<file path="src/rtl/sdram_axi_burst_bridge_if.sv">
// AXI4 slave channels plus the SDRAM controller request/ack/data signals
// seen by the burst bridge; slave = bridge side, master = AXI master + controller side.
interface sdram_axi_burst_bridge_if #(
  parameter int DATA_W = 16,
  parameter int ADDR_W = 23,
  parameter int ID_W   = 1
);
  logic [ID_W-1:0]   s_axi_awid;
  logic [ADDR_W-1:0] s_axi_awaddr;
  logic [7:0]        s_axi_awlen;
  logic [1:0]        s_axi_awburst;
  logic              s_axi_awvalid, s_axi_awready;
  logic [DATA_W-1:0] s_axi_wdata;
  logic              s_axi_wlast, s_axi_wvalid, s_axi_wready;
  logic [ID_W-1:0]   s_axi_bid;
  logic [1:0]        s_axi_bresp;
  logic              s_axi_bvalid, s_axi_bready;
  logic [ID_W-1:0]   s_axi_arid;
  logic [ADDR_W-1:0] s_axi_araddr;
  logic [7:0]        s_axi_arlen;
  logic [1:0]        s_axi_arburst;
  logic              s_axi_arvalid, s_axi_arready;
  logic [ID_W-1:0]   s_axi_rid;
  logic [DATA_W-1:0] s_axi_rdata;
  logic [1:0]        s_axi_rresp;
  logic              s_axi_rlast, s_axi_rvalid, s_axi_rready;
  logic              init_end;
  logic              sdram_wr_req, sdram_wr_ack, sdram_wr_end;
  logic [ADDR_W-1:0] sdram_wr_addr;
  logic [8:0]        sdram_wr_len;
  logic [DATA_W-1:0] sdram_wr_data;
  logic              sdram_rd_req, sdram_rd_ack, sdram_rd_end;
  logic [ADDR_W-1:0] sdram_rd_addr;
  logic [8:0]        sdram_rd_len;
  logic [DATA_W-1:0] sdram_rd_data;

  modport slave (
    input  s_axi_awid, s_axi_awaddr, s_axi_awlen, s_axi_awburst, s_axi_awvalid,
    output s_axi_awready,
    input  s_axi_wdata, s_axi_wlast, s_axi_wvalid,
    output s_axi_wready,
    output s_axi_bid, s_axi_bresp, s_axi_bvalid,
    input  s_axi_bready,
    input  s_axi_arid, s_axi_araddr, s_axi_arlen, s_axi_arburst, s_axi_arvalid,
    output s_axi_arready,
    output s_axi_rid, s_axi_rdata, s_axi_rresp, s_axi_rlast, s_axi_rvalid,
    input  s_axi_rready,
    input  init_end,
    output sdram_wr_req, sdram_wr_addr, sdram_wr_len, sdram_wr_data,
    input  sdram_wr_ack, sdram_wr_end,
    output sdram_rd_req, sdram_rd_addr, sdram_rd_len,
    input  sdram_rd_ack, sdram_rd_data, sdram_rd_end
  );

  modport master (
    output s_axi_awid, s_axi_awaddr, s_axi_awlen, s_axi_awburst, s_axi_awvalid,
    input  s_axi_awready,
    output s_axi_wdata, s_axi_wlast, s_axi_wvalid,
    input  s_axi_wready,
    input  s_axi_bid, s_axi_bresp, s_axi_bvalid,
    output s_axi_bready,
    output s_axi_arid, s_axi_araddr, s_axi_arlen, s_axi_arburst, s_axi_arvalid,
    input  s_axi_arready,
    input  s_axi_rid, s_axi_rdata, s_axi_rresp, s_axi_rlast, s_axi_rvalid,
    output s_axi_rready,
    output init_end,
    input  sdram_wr_req, sdram_wr_addr, sdram_wr_len, sdram_wr_data,
    output sdram_wr_ack, sdram_wr_end,
    input  sdram_rd_req, sdram_rd_addr, sdram_rd_len,
    output sdram_rd_ack, sdram_rd_data, sdram_rd_end
  );
endinterface

</file>
<file path="src/rtl/sdram_axi_burst_bridge.sv">
// AXI4 INCR-burst slave to SDRAM controller bridge: one transaction at a time,
// round-robin AW/AR arbitration, row-boundary splitting, write/read data FIFOs.
//
// state     | meaning
// IDLE      | wait for init_end, arbitrate AW/AR, 1-cycle ready pulse
// W_COLLECT | accept W beats into the write FIFO until wlast
// W_ISSUE   | sdram_wr_req high until first wr_ack
// W_WAIT    | wait wr_end, then next sub-burst or response
// B_RESP    | B channel valid until bready
// R_ISSUE   | sdram_rd_req once read FIFO has room for the sub-burst
// R_WAIT    | wait rd_end, then next sub-burst or drain
// R_DRAIN   | wait for the rlast handshake
module sdram_axi_burst_bridge #(
  parameter int DATA_W    = 16,
  parameter int ADDR_W    = 23,
  parameter int ID_W      = 1,
  parameter int COL_W     = 9,
  parameter int MAX_BURST = 16
) (
  input logic sys_clk,
  input logic sys_rst,
  sdram_axi_burst_bridge_if.slave bus
);
  localparam int PW = $clog2(MAX_BURST);
  localparam int LW = (COL_W + 1 > 9) ? COL_W + 1 : 9;

  typedef enum logic [2:0] {
    IDLE, W_COLLECT, W_ISSUE, W_WAIT, B_RESP, R_ISSUE, R_WAIT, R_DRAIN
  } state_t;

  state_t            state_q, state_d;
  logic              last_wr_q, last_wr_d, awready_q, awready_d, arready_q, arready_d;
  logic              err_q, err_d, rdone_q, rdone_d;
  logic [ID_W-1:0]   id_q, id_d;
  logic [ADDR_W-1:0] addr_q, addr_d;
  logic [8:0]        rem_q, rem_d, len_q, len_d, beat_q, beat_d;

  logic [DATA_W-1:0] wmem [MAX_BURST];
  logic [DATA_W-1:0] rmem [MAX_BURST];
  logic [PW-1:0]     wwp_q, wrp_q, rwp_q, rrp_q;
  logic [PW:0]       wcnt_q, rcnt_q;
  logic              wpush, wpop, rpush, rpop, w_hs, r_hs, rvalid, rlast, wready;

  logic [LW-1:0]     room, rem_w, sub_w, rfree;
  logic [8:0]        sub_len;

  // Sub-burst never crosses a row: clip to the words left in the current row.
  assign room    = LW'(2**COL_W) - LW'(addr_q[COL_W-1:0]);
  assign rem_w   = LW'(rem_q);
  assign sub_w   = (rem_w < room) ? rem_w : room;
  assign sub_len = sub_w[8:0];
  assign rfree   = LW'(MAX_BURST) - LW'(rcnt_q);

  assign wready = (state_q == W_COLLECT) && (wcnt_q != (PW+1)'(MAX_BURST));
  assign w_hs   = bus.s_axi_wvalid && wready;
  assign wpush  = w_hs && !err_q;
  assign wpop   = bus.sdram_wr_ack && (state_q == W_ISSUE || state_q == W_WAIT) && (wcnt_q != '0);
  assign rpush  = bus.sdram_rd_ack && (state_q == R_ISSUE || state_q == R_WAIT);
  assign rvalid = err_q ? (state_q == R_DRAIN) : (rcnt_q != '0);
  assign r_hs   = rvalid && bus.s_axi_rready;
  assign rpop   = r_hs && (rcnt_q != '0);
  assign rlast  = rvalid && (beat_q == len_q - 9'd1);

  assign bus.s_axi_awready = awready_q;
  assign bus.s_axi_arready = arready_q;
  assign bus.s_axi_wready  = wready;
  assign bus.s_axi_bvalid  = (state_q == B_RESP);
  assign bus.s_axi_bid     = id_q;
  assign bus.s_axi_bresp   = (state_q == B_RESP && err_q) ? 2'b10 : 2'b00;
  assign bus.s_axi_rvalid  = rvalid;
  assign bus.s_axi_rlast   = rlast;
  assign bus.s_axi_rid     = id_q;
  assign bus.s_axi_rdata   = err_q ? '0 : rmem[rrp_q];
  assign bus.s_axi_rresp   = (rvalid && err_q) ? 2'b10 : 2'b00;
  assign bus.sdram_wr_req  = (state_q == W_ISSUE);
  assign bus.sdram_wr_addr = addr_q;
  assign bus.sdram_wr_len  = sub_len;
  assign bus.sdram_wr_data = wmem[wrp_q];
  assign bus.sdram_rd_req  = (state_q == R_ISSUE) && (rfree >= sub_w);
  assign bus.sdram_rd_addr = addr_q;
  assign bus.sdram_rd_len  = sub_len;

  always_comb begin
    state_d   = state_q;
    last_wr_d = last_wr_q;
    awready_d = 1'b0;
    arready_d = 1'b0;
    err_d     = err_q;
    rdone_d   = rdone_q;
    id_d      = id_q;
    addr_d    = addr_q;
    rem_d     = rem_q;
    len_d     = len_q;
    beat_d    = beat_q;
    if (r_hs) begin
      beat_d = beat_q + 9'd1;
      if (rlast) rdone_d = 1'b1;
    end
    unique case (state_q)
      IDLE: begin
        if (awready_q) begin
          if (bus.s_axi_awvalid) begin
            id_d    = bus.s_axi_awid;
            addr_d  = bus.s_axi_awaddr;
            len_d   = {1'b0, bus.s_axi_awlen} + 9'd1;
            rem_d   = len_d;
            err_d   = (bus.s_axi_awburst != 2'b01);
            state_d = W_COLLECT;
          end
        end else if (arready_q) begin
          if (bus.s_axi_arvalid) begin
            id_d    = bus.s_axi_arid;
            addr_d  = bus.s_axi_araddr;
            len_d   = {1'b0, bus.s_axi_arlen} + 9'd1;
            rem_d   = len_d;
            beat_d  = '0;
            rdone_d = 1'b0;
            err_d   = (bus.s_axi_arburst != 2'b01);
            state_d = (bus.s_axi_arburst != 2'b01) ? R_DRAIN : R_ISSUE;
          end
        end else if (bus.init_end) begin
          if (bus.s_axi_awvalid && (!bus.s_axi_arvalid || !last_wr_q)) begin
            awready_d = 1'b1;
            last_wr_d = 1'b1;
          end else if (bus.s_axi_arvalid) begin
            arready_d = 1'b1;
            last_wr_d = 1'b0;
          end
        end
      end
      W_COLLECT: if (w_hs && bus.s_axi_wlast) state_d = err_q ? B_RESP : W_ISSUE;
      W_ISSUE:   if (bus.sdram_wr_ack) state_d = W_WAIT;
      W_WAIT: begin
        if (bus.sdram_wr_end) begin
          rem_d   = rem_q - sub_len;
          addr_d  = addr_q + ADDR_W'(sub_len);
          state_d = (rem_d != '0) ? W_ISSUE : B_RESP;
        end
      end
      B_RESP:  if (bus.s_axi_bready) state_d = IDLE;
      R_ISSUE: if (bus.sdram_rd_ack) state_d = R_WAIT;
      R_WAIT: begin
        if (bus.sdram_rd_end) begin
          rem_d   = rem_q - sub_len;
          addr_d  = addr_q + ADDR_W'(sub_len);
          state_d = (rem_d != '0) ? R_ISSUE : R_DRAIN;
        end
      end
      // rlast may already have been taken while still waiting for rd_end.
      R_DRAIN: if (rdone_q || (r_hs && rlast)) state_d = IDLE;
      default: state_d = IDLE;
    endcase
  end

  always_ff @(posedge sys_clk or posedge sys_rst) begin
    if (sys_rst) begin
      state_q   <= IDLE;
      last_wr_q <= 1'b0;
      awready_q <= 1'b0;
      arready_q <= 1'b0;
      err_q     <= 1'b0;
      rdone_q   <= 1'b0;
      id_q      <= '0;
      addr_q    <= '0;
      rem_q     <= '0;
      len_q     <= '0;
      beat_q    <= '0;
      wwp_q     <= '0;
      wrp_q     <= '0;
      rwp_q     <= '0;
      rrp_q     <= '0;
      wcnt_q    <= '0;
      rcnt_q    <= '0;
    end else begin
      state_q   <= state_d;
      last_wr_q <= last_wr_d;
      awready_q <= awready_d;
      arready_q <= arready_d;
      err_q     <= err_d;
      rdone_q   <= rdone_d;
      id_q      <= id_d;
      addr_q    <= addr_d;
      rem_q     <= rem_d;
      len_q     <= len_d;
      beat_q    <= beat_d;
      if (wpush) wwp_q <= wwp_q + PW'(1);
      if (wpop)  wrp_q <= wrp_q + PW'(1);
      if (rpush) rwp_q <= rwp_q + PW'(1);
      if (rpop)  rrp_q <= rrp_q + PW'(1);
      wcnt_q <= wcnt_q + (PW+1)'(wpush) - (PW+1)'(wpop);
      rcnt_q <= rcnt_q + (PW+1)'(rpush) - (PW+1)'(rpop);
    end
  end

  always_ff @(posedge sys_clk) begin
    if (wpush) wmem[wwp_q] <= bus.s_axi_wdata;
    if (rpush) rmem[rwp_q] <= bus.sdram_rd_data;
  end
endmodule

</file>
<file path="src/flat_wrapper.sv">
// flat-port wrapper written by rule: the top's interface ports become plain ports
module sdram_axi_burst_bridge_flat 
#(
  parameter int DATA_W    = 16,
  parameter int ADDR_W    = 23,
  parameter int ID_W      = 1,
  parameter int COL_W     = 9,
  parameter int MAX_BURST = 16
)
  (sys_clk, sys_rst, bus_s_axi_awid, bus_s_axi_awaddr, bus_s_axi_awlen, bus_s_axi_awburst, bus_s_axi_awvalid, bus_s_axi_awready, bus_s_axi_wdata, bus_s_axi_wlast, bus_s_axi_wvalid, bus_s_axi_wready, bus_s_axi_bid, bus_s_axi_bresp, bus_s_axi_bvalid, bus_s_axi_bready, bus_s_axi_arid, bus_s_axi_araddr, bus_s_axi_arlen, bus_s_axi_arburst, bus_s_axi_arvalid, bus_s_axi_arready, bus_s_axi_rid, bus_s_axi_rdata, bus_s_axi_rresp, bus_s_axi_rlast, bus_s_axi_rvalid, bus_s_axi_rready, bus_init_end, bus_sdram_wr_req, bus_sdram_wr_addr, bus_sdram_wr_len, bus_sdram_wr_data, bus_sdram_wr_ack, bus_sdram_wr_end, bus_sdram_rd_req, bus_sdram_rd_addr, bus_sdram_rd_len, bus_sdram_rd_ack, bus_sdram_rd_data, bus_sdram_rd_end);
  sdram_axi_burst_bridge_if #(.DATA_W(DATA_W), .ADDR_W(ADDR_W), .ID_W(ID_W)) bus_i ();
  input logic sys_clk;
  input logic sys_rst;
  input wire logic [$bits(bus_i.s_axi_awid)-1:0] bus_s_axi_awid;
  input wire logic [$bits(bus_i.s_axi_awaddr)-1:0] bus_s_axi_awaddr;
  input wire logic [$bits(bus_i.s_axi_awlen)-1:0] bus_s_axi_awlen;
  input wire logic [$bits(bus_i.s_axi_awburst)-1:0] bus_s_axi_awburst;
  input wire logic [$bits(bus_i.s_axi_awvalid)-1:0] bus_s_axi_awvalid;
  output wire logic [$bits(bus_i.s_axi_awready)-1:0] bus_s_axi_awready;
  input wire logic [$bits(bus_i.s_axi_wdata)-1:0] bus_s_axi_wdata;
  input wire logic [$bits(bus_i.s_axi_wlast)-1:0] bus_s_axi_wlast;
  input wire logic [$bits(bus_i.s_axi_wvalid)-1:0] bus_s_axi_wvalid;
  output wire logic [$bits(bus_i.s_axi_wready)-1:0] bus_s_axi_wready;
  output wire logic [$bits(bus_i.s_axi_bid)-1:0] bus_s_axi_bid;
  output wire logic [$bits(bus_i.s_axi_bresp)-1:0] bus_s_axi_bresp;
  output wire logic [$bits(bus_i.s_axi_bvalid)-1:0] bus_s_axi_bvalid;
  input wire logic [$bits(bus_i.s_axi_bready)-1:0] bus_s_axi_bready;
  input wire logic [$bits(bus_i.s_axi_arid)-1:0] bus_s_axi_arid;
  input wire logic [$bits(bus_i.s_axi_araddr)-1:0] bus_s_axi_araddr;
  input wire logic [$bits(bus_i.s_axi_arlen)-1:0] bus_s_axi_arlen;
  input wire logic [$bits(bus_i.s_axi_arburst)-1:0] bus_s_axi_arburst;
  input wire logic [$bits(bus_i.s_axi_arvalid)-1:0] bus_s_axi_arvalid;
  output wire logic [$bits(bus_i.s_axi_arready)-1:0] bus_s_axi_arready;
  output wire logic [$bits(bus_i.s_axi_rid)-1:0] bus_s_axi_rid;
  output wire logic [$bits(bus_i.s_axi_rdata)-1:0] bus_s_axi_rdata;
  output wire logic [$bits(bus_i.s_axi_rresp)-1:0] bus_s_axi_rresp;
  output wire logic [$bits(bus_i.s_axi_rlast)-1:0] bus_s_axi_rlast;
  output wire logic [$bits(bus_i.s_axi_rvalid)-1:0] bus_s_axi_rvalid;
  input wire logic [$bits(bus_i.s_axi_rready)-1:0] bus_s_axi_rready;
  input wire logic [$bits(bus_i.init_end)-1:0] bus_init_end;
  output wire logic [$bits(bus_i.sdram_wr_req)-1:0] bus_sdram_wr_req;
  output wire logic [$bits(bus_i.sdram_wr_addr)-1:0] bus_sdram_wr_addr;
  output wire logic [$bits(bus_i.sdram_wr_len)-1:0] bus_sdram_wr_len;
  output wire logic [$bits(bus_i.sdram_wr_data)-1:0] bus_sdram_wr_data;
  input wire logic [$bits(bus_i.sdram_wr_ack)-1:0] bus_sdram_wr_ack;
  input wire logic [$bits(bus_i.sdram_wr_end)-1:0] bus_sdram_wr_end;
  output wire logic [$bits(bus_i.sdram_rd_req)-1:0] bus_sdram_rd_req;
  output wire logic [$bits(bus_i.sdram_rd_addr)-1:0] bus_sdram_rd_addr;
  output wire logic [$bits(bus_i.sdram_rd_len)-1:0] bus_sdram_rd_len;
  input wire logic [$bits(bus_i.sdram_rd_ack)-1:0] bus_sdram_rd_ack;
  input wire logic [$bits(bus_i.sdram_rd_data)-1:0] bus_sdram_rd_data;
  input wire logic [$bits(bus_i.sdram_rd_end)-1:0] bus_sdram_rd_end;
  assign bus_i.s_axi_awid = bus_s_axi_awid;
  assign bus_i.s_axi_awaddr = bus_s_axi_awaddr;
  assign bus_i.s_axi_awlen = bus_s_axi_awlen;
  assign bus_i.s_axi_awburst = bus_s_axi_awburst;
  assign bus_i.s_axi_awvalid = bus_s_axi_awvalid;
  assign bus_s_axi_awready = bus_i.s_axi_awready;
  assign bus_i.s_axi_wdata = bus_s_axi_wdata;
  assign bus_i.s_axi_wlast = bus_s_axi_wlast;
  assign bus_i.s_axi_wvalid = bus_s_axi_wvalid;
  assign bus_s_axi_wready = bus_i.s_axi_wready;
  assign bus_s_axi_bid = bus_i.s_axi_bid;
  assign bus_s_axi_bresp = bus_i.s_axi_bresp;
  assign bus_s_axi_bvalid = bus_i.s_axi_bvalid;
  assign bus_i.s_axi_bready = bus_s_axi_bready;
  assign bus_i.s_axi_arid = bus_s_axi_arid;
  assign bus_i.s_axi_araddr = bus_s_axi_araddr;
  assign bus_i.s_axi_arlen = bus_s_axi_arlen;
  assign bus_i.s_axi_arburst = bus_s_axi_arburst;
  assign bus_i.s_axi_arvalid = bus_s_axi_arvalid;
  assign bus_s_axi_arready = bus_i.s_axi_arready;
  assign bus_s_axi_rid = bus_i.s_axi_rid;
  assign bus_s_axi_rdata = bus_i.s_axi_rdata;
  assign bus_s_axi_rresp = bus_i.s_axi_rresp;
  assign bus_s_axi_rlast = bus_i.s_axi_rlast;
  assign bus_s_axi_rvalid = bus_i.s_axi_rvalid;
  assign bus_i.s_axi_rready = bus_s_axi_rready;
  assign bus_i.init_end = bus_init_end;
  assign bus_sdram_wr_req = bus_i.sdram_wr_req;
  assign bus_sdram_wr_addr = bus_i.sdram_wr_addr;
  assign bus_sdram_wr_len = bus_i.sdram_wr_len;
  assign bus_sdram_wr_data = bus_i.sdram_wr_data;
  assign bus_i.sdram_wr_ack = bus_sdram_wr_ack;
  assign bus_i.sdram_wr_end = bus_sdram_wr_end;
  assign bus_sdram_rd_req = bus_i.sdram_rd_req;
  assign bus_sdram_rd_addr = bus_i.sdram_rd_addr;
  assign bus_sdram_rd_len = bus_i.sdram_rd_len;
  assign bus_i.sdram_rd_ack = bus_sdram_rd_ack;
  assign bus_i.sdram_rd_data = bus_sdram_rd_data;
  assign bus_i.sdram_rd_end = bus_sdram_rd_end;
  sdram_axi_burst_bridge #(.DATA_W(DATA_W), .ADDR_W(ADDR_W), .ID_W(ID_W), .COL_W(COL_W), .MAX_BURST(MAX_BURST)) u_core (.sys_clk(sys_clk), .sys_rst(sys_rst), .bus(bus_i));
endmodule
</file>
<file path="config.mk">
export PLATFORM = sky130hd
export DESIGN_NAME = sdram_axi_burst_bridge_flat
export DESIGN_NICKNAME = d
export VERILOG_FILES = /design/src/rtl/sdram_axi_burst_bridge_if.sv /design/src/rtl/sdram_axi_burst_bridge.sv /design/src/flat_wrapper.sv
export SDC_FILE = /design/constraint.sdc
export NUM_CORES = 1
export LEC_CHECK = 0
export CORE_UTILIZATION = 58
export CTS_CLUSTER_DIAMETER = 50
export DETAILED_ROUTE_END_ITERATION = 10
export PLACE_DENSITY = 0.85
export SYNTH_ARGS = -nofsm -noshare
export SYNTH_HDL_FRONTEND = slang
export SYNTH_SLANG_ARGS = --single-unit
</file>
<file path="constraint.sdc">
create_clock -name sys_clk -period 6.5 [get_ports sys_clk]
set_clock_uncertainty 0.15 [all_clocks]
set_input_delay 1.3 -clock sys_clk [delete_from_list [all_inputs] [get_ports sys_clk]]
set_output_delay 1.3 -clock sys_clk [all_outputs]
set_load 0.01 [all_outputs]
</file>
---- Yosys cells after proc, flatten, opt, wreduce, memory -nomap -nowiden ----
Memory sizes are Yosys's and may differ from the RTL's.
Index checks and enable logic that the tools add are counted.
cells by class
  add/sub/neg operators ................... 16
  bitwise operators ....................... 2
  eq/ne operators ......................... 22
  reduce and logical (&&, ||, !) cells .... 34
  multiplexer cells ....................... 71
  $lt $le $gt $ge ......................... 2
operator list
  operator                                            number
  2-to-1 mux 23 bit                                   6
  2-to-1 mux 9 bit                                    11
  one-hot mux 23 bit (3 select lines)                 1
  2-to-1 mux 3 bit                                    13
  2-to-1 mux 1 bit                                    32
  one-hot mux 9 bit (3 select lines)                  1
  one-hot mux 3 bit (8 select lines)                  1
  adder 23 x 9 -> 23 bit                              1
  adder 8 x 1 -> 9 bit (second input constant)        2
  adder 4 x 1 -> 4 bit (second input constant)        4
  2-to-1 mux 16 bit                                   1
  logical AND 1 bit                                   15
  equality test 3 bit (second input constant)         4
  inequality test 2 bit (second input constant)       6
  adder 5 x 1 -> 5 bit                                2
  >= comparator 10 bit                                1
  < comparator 9 x 10 -> 1 bit                        1
  2-to-1 mux 10 bit                                   1
  AND reduction 10 bit                                1
  nonzero test 5 bit                                  2
  subtractor 10 x 9 -> 10 bit (first input constant)  1
  subtractor 5 x 1 -> 5 bit                           2
  adder 9 x 1 -> 9 bit (second input constant)        1
  equality test 9 bit                                 1
  21 further kinds                                    36
word-level totals
  word-level logic and storage cells ...... 166
  memory bits (writable) .................. 512
  output and inout port bits .............. 110
  register bits ........................... 85
  memories kept ........................... 2
  bits of input ports ..................... 113
memories
  memory       words  width  read ports  clocked after Yosys merged registers in  wr ports  line                          RTL
  u_core.rmem  16     16     1           0                                        1         sdram_axi_burst_bridge.sv:39  logic [DATA_W-1:0] rmem [MAX_BURST];
  u_core.wmem  16     16     1           0                                        1         sdram_axi_burst_bridge.sv:38  logic [DATA_W-1:0] wmem [MAX_BURST];

---- Longest topological paths before layout ----
  word-level depth ........................ 9
  gate-level depth with buffers ........... 27
  mapped depth without buffers ............ 24

---- Worst setup path after synthesis ----
No wires, ideal clock.
  kind .................................... flip-flop to output port
  start ................................... register u_core.addr_q[4], in the netlist u_core.bus.sdram_rd_addr[4]
  end ..................................... output bus_sdram_rd_req
  data arrival time ....................... 4966 ps
  required time ........................... 5050 ps
  setup slack ............................. 84 ps
  buffers on the path ..................... 3
  cell stages (with the launch flop) ...... 22
  cell sequence ........................... dfrtp_1 -> buf_6 -> or4_4 -> nor3_1 -> nand2_1 -> xor2_1 -> inv_1 -> ha_1 -> a211o_1 -> a21oi_1 -> a211oi_1 -> buf_2 -> a21boi_0 -> buf_2 -> o21ai_0 -> ha_1 -> nand2b_1 -> o21ai_0 -> o21a_1 -> maj3_1 -> maj3_1 -> a21oi_1
on the way
  longest elaborated chain between the ends .. 5
ends and longest elaborated chain
  what                           line                           RTL
  start, declared                sdram_axi_burst_bridge.sv:35   logic [ADDR_W-1:0] addr_q, addr_d;
  start signal, assigned         sdram_axi_burst_bridge.sv:182  addr_q <= addr_d;
  subtractor 10 x 9 -> 10 bit    sdram_axi_burst_bridge.sv:48   assign room = LW'(2**COL_W) - LW'(addr_q[COL_W-1:0]);
  < comparator 9 x 10 -> 1 bit   sdram_axi_burst_bridge.sv:50   assign sub_w = (rem_w < room) ? rem_w : room;
  2-to-1 mux 10 bit              sdram_axi_burst_bridge.sv:50
  named net bus_sdram_rd_len[0]  flat_wrapper.sv:49             output wire logic [$bits(bus_i.sdram_rd_len)-1:0] bus_sdram_rd_len;
  >= comparator 10 bit           sdram_axi_burst_bridge.sv:79   assign bus.sdram_rd_req = (state_q == R_ISSUE) && (rfree >= sub_w);
  logical AND 1 bit              sdram_axi_burst_bridge.sv:79
  end, declared                  flat_wrapper.sv:47             output wire logic [$bits(bus_i.sdram_rd_req)-1:0] bus_sdram_rd_req;
The timed path passes the listed nets, and every way through them passes these cells.

---- Worst setup path after layout ----
  start ................................... register u_core.addr_q[5], in the netlist u_core.bus.sdram_rd_addr[5]
  end ..................................... output bus_sdram_rd_req
on the way
  longest elaborated chain between the ends .. 5
ends and longest elaborated chain
  what                           line
  subtractor 10 x 9 -> 10 bit *  sdram_axi_burst_bridge.sv:48
  < comparator 9 x 10 -> 1 bit   sdram_axi_burst_bridge.sv:50
  2-to-1 mux 10 bit *            sdram_axi_burst_bridge.sv:50
  >= comparator 10 bit *         sdram_axi_burst_bridge.sv:79
  logical AND 1 bit *            sdram_axi_burst_bridge.sv:79
Mark *: on every way between the ends. The rest lies on a longest branch, timed or not.

==> impl_results.md <==
- Run status: finished clean
- Instance count after placement with tap cells included: between 2k and 2.5k
- Number of antenna violations at the first check in global routing: 0
- Maximum fanout along the worst path: 4
- GRT Residual Overflow: 0
- Count of synthesis-stage warnings from yosys: 0
- Compound-cell area share of the yosys netlist: under 10%
- Area Growth Syn to Fin: 19.0%
- Post-DRT Antenna Nets: 0
- Slew margin rel.: about a fifth
- H-Tree Level Count: 2
- Global placement routability congestion: 0.915
- Post-route minimum period: between 6000 and 7000 ps
- Most common cell after layout, fill and taps aside: sky130_fd_sc_hd__edfxtp_1
- Arrival time of the worst setup path: 4860 ps
- Count of different cell masters after synthesis: 82
- Final #Nets: ~2.0k
- Count of routing violations after the opening detailed-route iteration: 1809
- # setup viols final: 0
- Overall die height: 217 µm
- Critical Path Slowest Stage Cell: sky130_fd_sc_hd__or4_4
- PD cells: about 490 nW/µm²
- I/O Buffers: 220
- Critical Path Source Type: register
- Overall Power: 0.0157 W
- Hold/Removal Path Class: register to register
- Total GRT Usage: between 20 and 30%
- Synthesized area: ~27000 µm²
- Via count: 16.2k
- Synth Flop Type: sky130_fd_sc_hd__edfxtp_1
- Critical Setup Path Class: register to output pin
- Post-synthesis mux area share: ~15%
- Post-DR wirelength/cell: between 20 and 30 µm
- Critical Path RT: roughly 5000 ps
- Die Area: between 40000 and 50000 µm²
- Dominant combinational cell family by area after synthesis: multiplexers
- Synthesized-area fraction occupied by adder cells: under 10%
- Clock root buffer: sky130_fd_sc_hd__clkbuf_16
- First-pass GRT wire length: about 100000 µm
- Largest net degree at the start of global routing: 51
- Cell area after placement: 29700 µm²
- DRT Pass-1 Iters: 5
- Post-layout instance count excluding filler cells: roughly 2.5k
- Number of synthesized flops with an enable pin: slightly above 500
- Routed wire length: between 60000 and 70000 µm
- Placement Rows: slightly below 80
- Number of buffers inserted during clock tree synthesis: slightly below 60
- Simple-gate area share of the yosys netlist: under 10%
- Worst vdd rail ir drop: around 0.00039 V
- Fmax: roughly 0.16 GHz
- Post-route cell area: roughly 32000 µm²
- Total met3 wirelength after detailed routing: 4640 µm
- Via count normalized by instance count: 6.41
- Die Span X: 217 µm
- Final hold slack: around 350 ps
- Slew at the pin closest to its max-slew limit: between 1000 and 1500 ps
- Worst Setup End Kind: output pin
- Final core utilization: between 70% and 80%
- Top delay family on crit path: adder cells
- Portion of the post-synthesis area used by sequential elements: 65.1%
- Count of maximum capacitance violations: 0
- CTS tree: done
- Maximum count of clock buffers along a single path: 3
- Xor and xnor area share after synthesis: about 2.3%
- Post-Synthesis Mean Instance Area: around 16 µm²
- Fraction of synthesis flops using an asynchronous set or reset pin: 14.2%
- Io pins: 223
- Clock-pin slew of the registers on the worst-case setup and hold paths: ~60 ps
- Number of sinks driven by the clock tree: 597
- M1 wire length: roughly 26000 µm
- Post-synthesis instance total: 1655
- Vias in the first global route: about 17k
- Number of synthesized register bits: 597
- Share of the clock period used by the worst path: 97.2%
- Initial Utilization: between 50% and 60%
- Clock latency of the later-clocked register in the worst-skew pair: between 600 and 700 ps
- Setup slack on the worst flop-to-flop path: ~740 ps
- Most used cells in the layout excluding fill and tap cells: sky130_fd_sc_hd__edfxtp_1, sky130_fd_sc_hd__clkdlybuf4s50_1, sky130_fd_sc_hd__mux4_2, sky130_fd_sc_hd__nand2_1, sky130_fd_sc_hd__dfrtp_1
- Proportion of layout cells with a drive suffix above 1: 19.1%
- Number of max-slew violations in the final report: 0
- CP Cell Sequence: or4_4 > nor3_2 > nand2_1 > xor2_1 > inv_1 > ha_4 > a211o_1 > a21oi_2 > a211oi_2 > buf_4 > o21ai_4 > nand2_2 > o21ai_2 > inv_1 > ha_4 > o21ai_1 > o21a_1 > maj3_1 > maj3_2 > a21oi_2 > buf_2
- Detailed placement HPWL: approximately 40000 µm
- P_leak: about 11 nW
- Number of endpoints with negative hold slack in the final report: 0
- Final routed DRC violation total: 0
- Top sig layer: met4
- Largest stage delay on the critical path: 550 ps
- Met2 routed WL: between 30000 and 40000 µm
- Total buffers and inverters traversed by the critical path: 4
- Area of the core: roughly 46000 µm²
[through the flow]
stage | TNS (ps) | worst slack, ps
4_1_cts | 0 | 45.8
6_report | 0 | 185
5_1_grt | -59.0 | -59.0
2_1_floorplan | 0 | 84.0
3_5_place_dp | 0 | 47.0
3_3_place_gp | 0 | 56.6
[state kept, by name, indices dropped and copies added, names as in the netlist]
| signal | flops |
|---|---|
| u_core.rmem | 256 |
| u_core.wmem | 256 |
| u_core.bus.sdram_rd_addr | 23 |
| u_core.beat_q | 9 |
| u_core.len_q | 9 |
| u_core.rem_q | 9 |
| u_core.rcnt_q | 5 |
| u_core.wcnt_q | 5 |
| u_core.rrp_q | 4 |
| u_core.rwp_q | 4 |
| u_core.wrp_q | 4 |
| u_core.wwp_q | 4 |
| u_core.state_q | 3 |
| u_core.bus.s_axi_arready | 1 |
| u_core.bus.s_axi_awready | 1 |
| u_core.bus.s_axi_bid | 1 |
| u_core.err_q | 1 |
| u_core.last_wr_q | 1 |
| u_core.rdone_q | 1 |
[worst paths after layout]
check,start,to,depth (start not counted)
max reg2reg,u_core.bus.sdram_rd_addr[5],u_core.state_q[1],24
min,u_core.len_q[8],u_core.len_q[8],1
min in group asynchronous,sys_rst,u_core.rrp_q[2],2
max,u_core.bus.sdram_rd_addr[5],bus_sdram_rd_req,21
max in group asynchronous,sys_rst,u_core.wrp_q[0],3
min reg2reg,u_core.len_q[8],u_core.len_q[8],1
[where the power goes]
group	total, W	switching (W)	internal, W
Sequential	0.00509	0.000634	0.00445
Clock	0.00389	0.00150	0.00239
Combinational	0.00669	0.00336	0.00333
[area by class of cell]
cell class | instances | area [µm²]
antenna | 1 | 2.50
fill | 2791 | 13600
timing repair buffer | 273 | 2610
inverter | 60 | 228
tap | 600 | 751
clock inverter | 44 | 684
sequential | 597 | 17500
clock buffer | 67 | 1550
multi-input combinational | 883 | 8670
[cells in the mapped netlist (3+ instances only)]
library cell | number | share of area [%]
sky130_fd_sc_hd__a21boi_0 | 4 | 0.11
sky130_fd_sc_hd__a211oi_1 | 12 | 0.34
sky130_fd_sc_hd__nand2b_1 | 12 | 0.28
sky130_fd_sc_hd__o211ai_1 | 14 | 0.39
sky130_fd_sc_hd__xor2_1 | 25 | 0.81
sky130_fd_sc_hd__xnor2_1 | 38 | 1.2
sky130_fd_sc_hd__a211o_1 | 3 | 0.098
sky130_fd_sc_hd__dfrtp_1 | 85 | 7.9
sky130_fd_sc_hd__nor4_1 | 4 | 0.093
sky130_fd_sc_hd__or4_1 | 3 | 0.084
sky130_fd_sc_hd__nand2_1 | 81 | 1.1
sky130_fd_sc_hd__inv_1 | 60 | 0.84
sky130_fd_sc_hd__clkbuf_1 | 51 | 0.71
sky130_fd_sc_hd__nor3b_1 | 3 | 0.084
sky130_fd_sc_hd__buf_2 | 4 | 0.074
sky130_fd_sc_hd__a31oi_1 | 11 | 0.26
sky130_fd_sc_hd__nand4_1 | 10 | 0.23
sky130_fd_sc_hd__edfxtp_1 | 512 | 57
sky130_fd_sc_hd__nor3_1 | 22 | 0.41
sky130_fd_sc_hd__nor2b_1 | 29 | 0.67
sky130_fd_sc_hd__o21a_1 | 4 | 0.11
sky130_fd_sc_hd__nand3_1 | 23 | 0.43
sky130_fd_sc_hd__o31ai_1 | 5 | 0.14
sky130_fd_sc_hd__buf_6 | 3 | 0.13
sky130_fd_sc_hd__and2_1 | 35 | 0.81
sky130_fd_sc_hd__nor2_1 | 73 | 1.0
sky130_fd_sc_hd__maj3_1 | 3 | 0.11
sky130_fd_sc_hd__or3_1 | 3 | 0.070
sky130_fd_sc_hd__mux4_2 | 160 | 13
sky130_fd_sc_hd__mux2i_1 | 26 | 0.97
sky130_fd_sc_hd__a32o_1 | 3 | 0.11
sky130_fd_sc_hd__buf_4 | 35 | 0.98
sky130_fd_sc_hd__ha_1 | 53 | 2.5
sky130_fd_sc_hd__and3_1 | 12 | 0.28
sky130_fd_sc_hd__buf_1 | 22 | 0.31
sky130_fd_sc_hd__o22ai_1 | 4 | 0.093
sky130_fd_sc_hd__o31a_1 | 3 | 0.098
sky130_fd_sc_hd__a21oi_1 | 55 | 1.0
sky130_fd_sc_hd__a311oi_1 | 9 | 0.29
sky130_fd_sc_hd__mux2_2 | 13 | 0.54
sky130_fd_sc_hd__a21o_1 | 6 | 0.17
sky130_fd_sc_hd__o21ai_0 | 65 | 1.2
[per-layer routing]
metal | GRT usage [%] | vias to the layer above
met3 | 4.16 | 175
met5 | 0 | -
met4 | 11.1 | 0
met1 | 37.6 | 8266
li1 | - | 6909
met2 | 51.0 | 830
[cell families after synthesis]
kind of cell,Yosys count
buffers and inverters,176
AOI/OAI and AO/OA,231
muxes,199
DFF,597
adders and majority gates,58
xor gates and xnor gates,66
and+or+nand+nor,326
other,2
[repair_timing]
item                                    4_1_cts  5_1_grt
buffers inserted                              1        3
resized for setup                            11       11
endpoints found under the setup margin        1        1
pin swaps                                     1        6
hold buffers                                  0        0
gates cloned                                  0        0
Note: power is estimated with default switching activity, not from simulation.
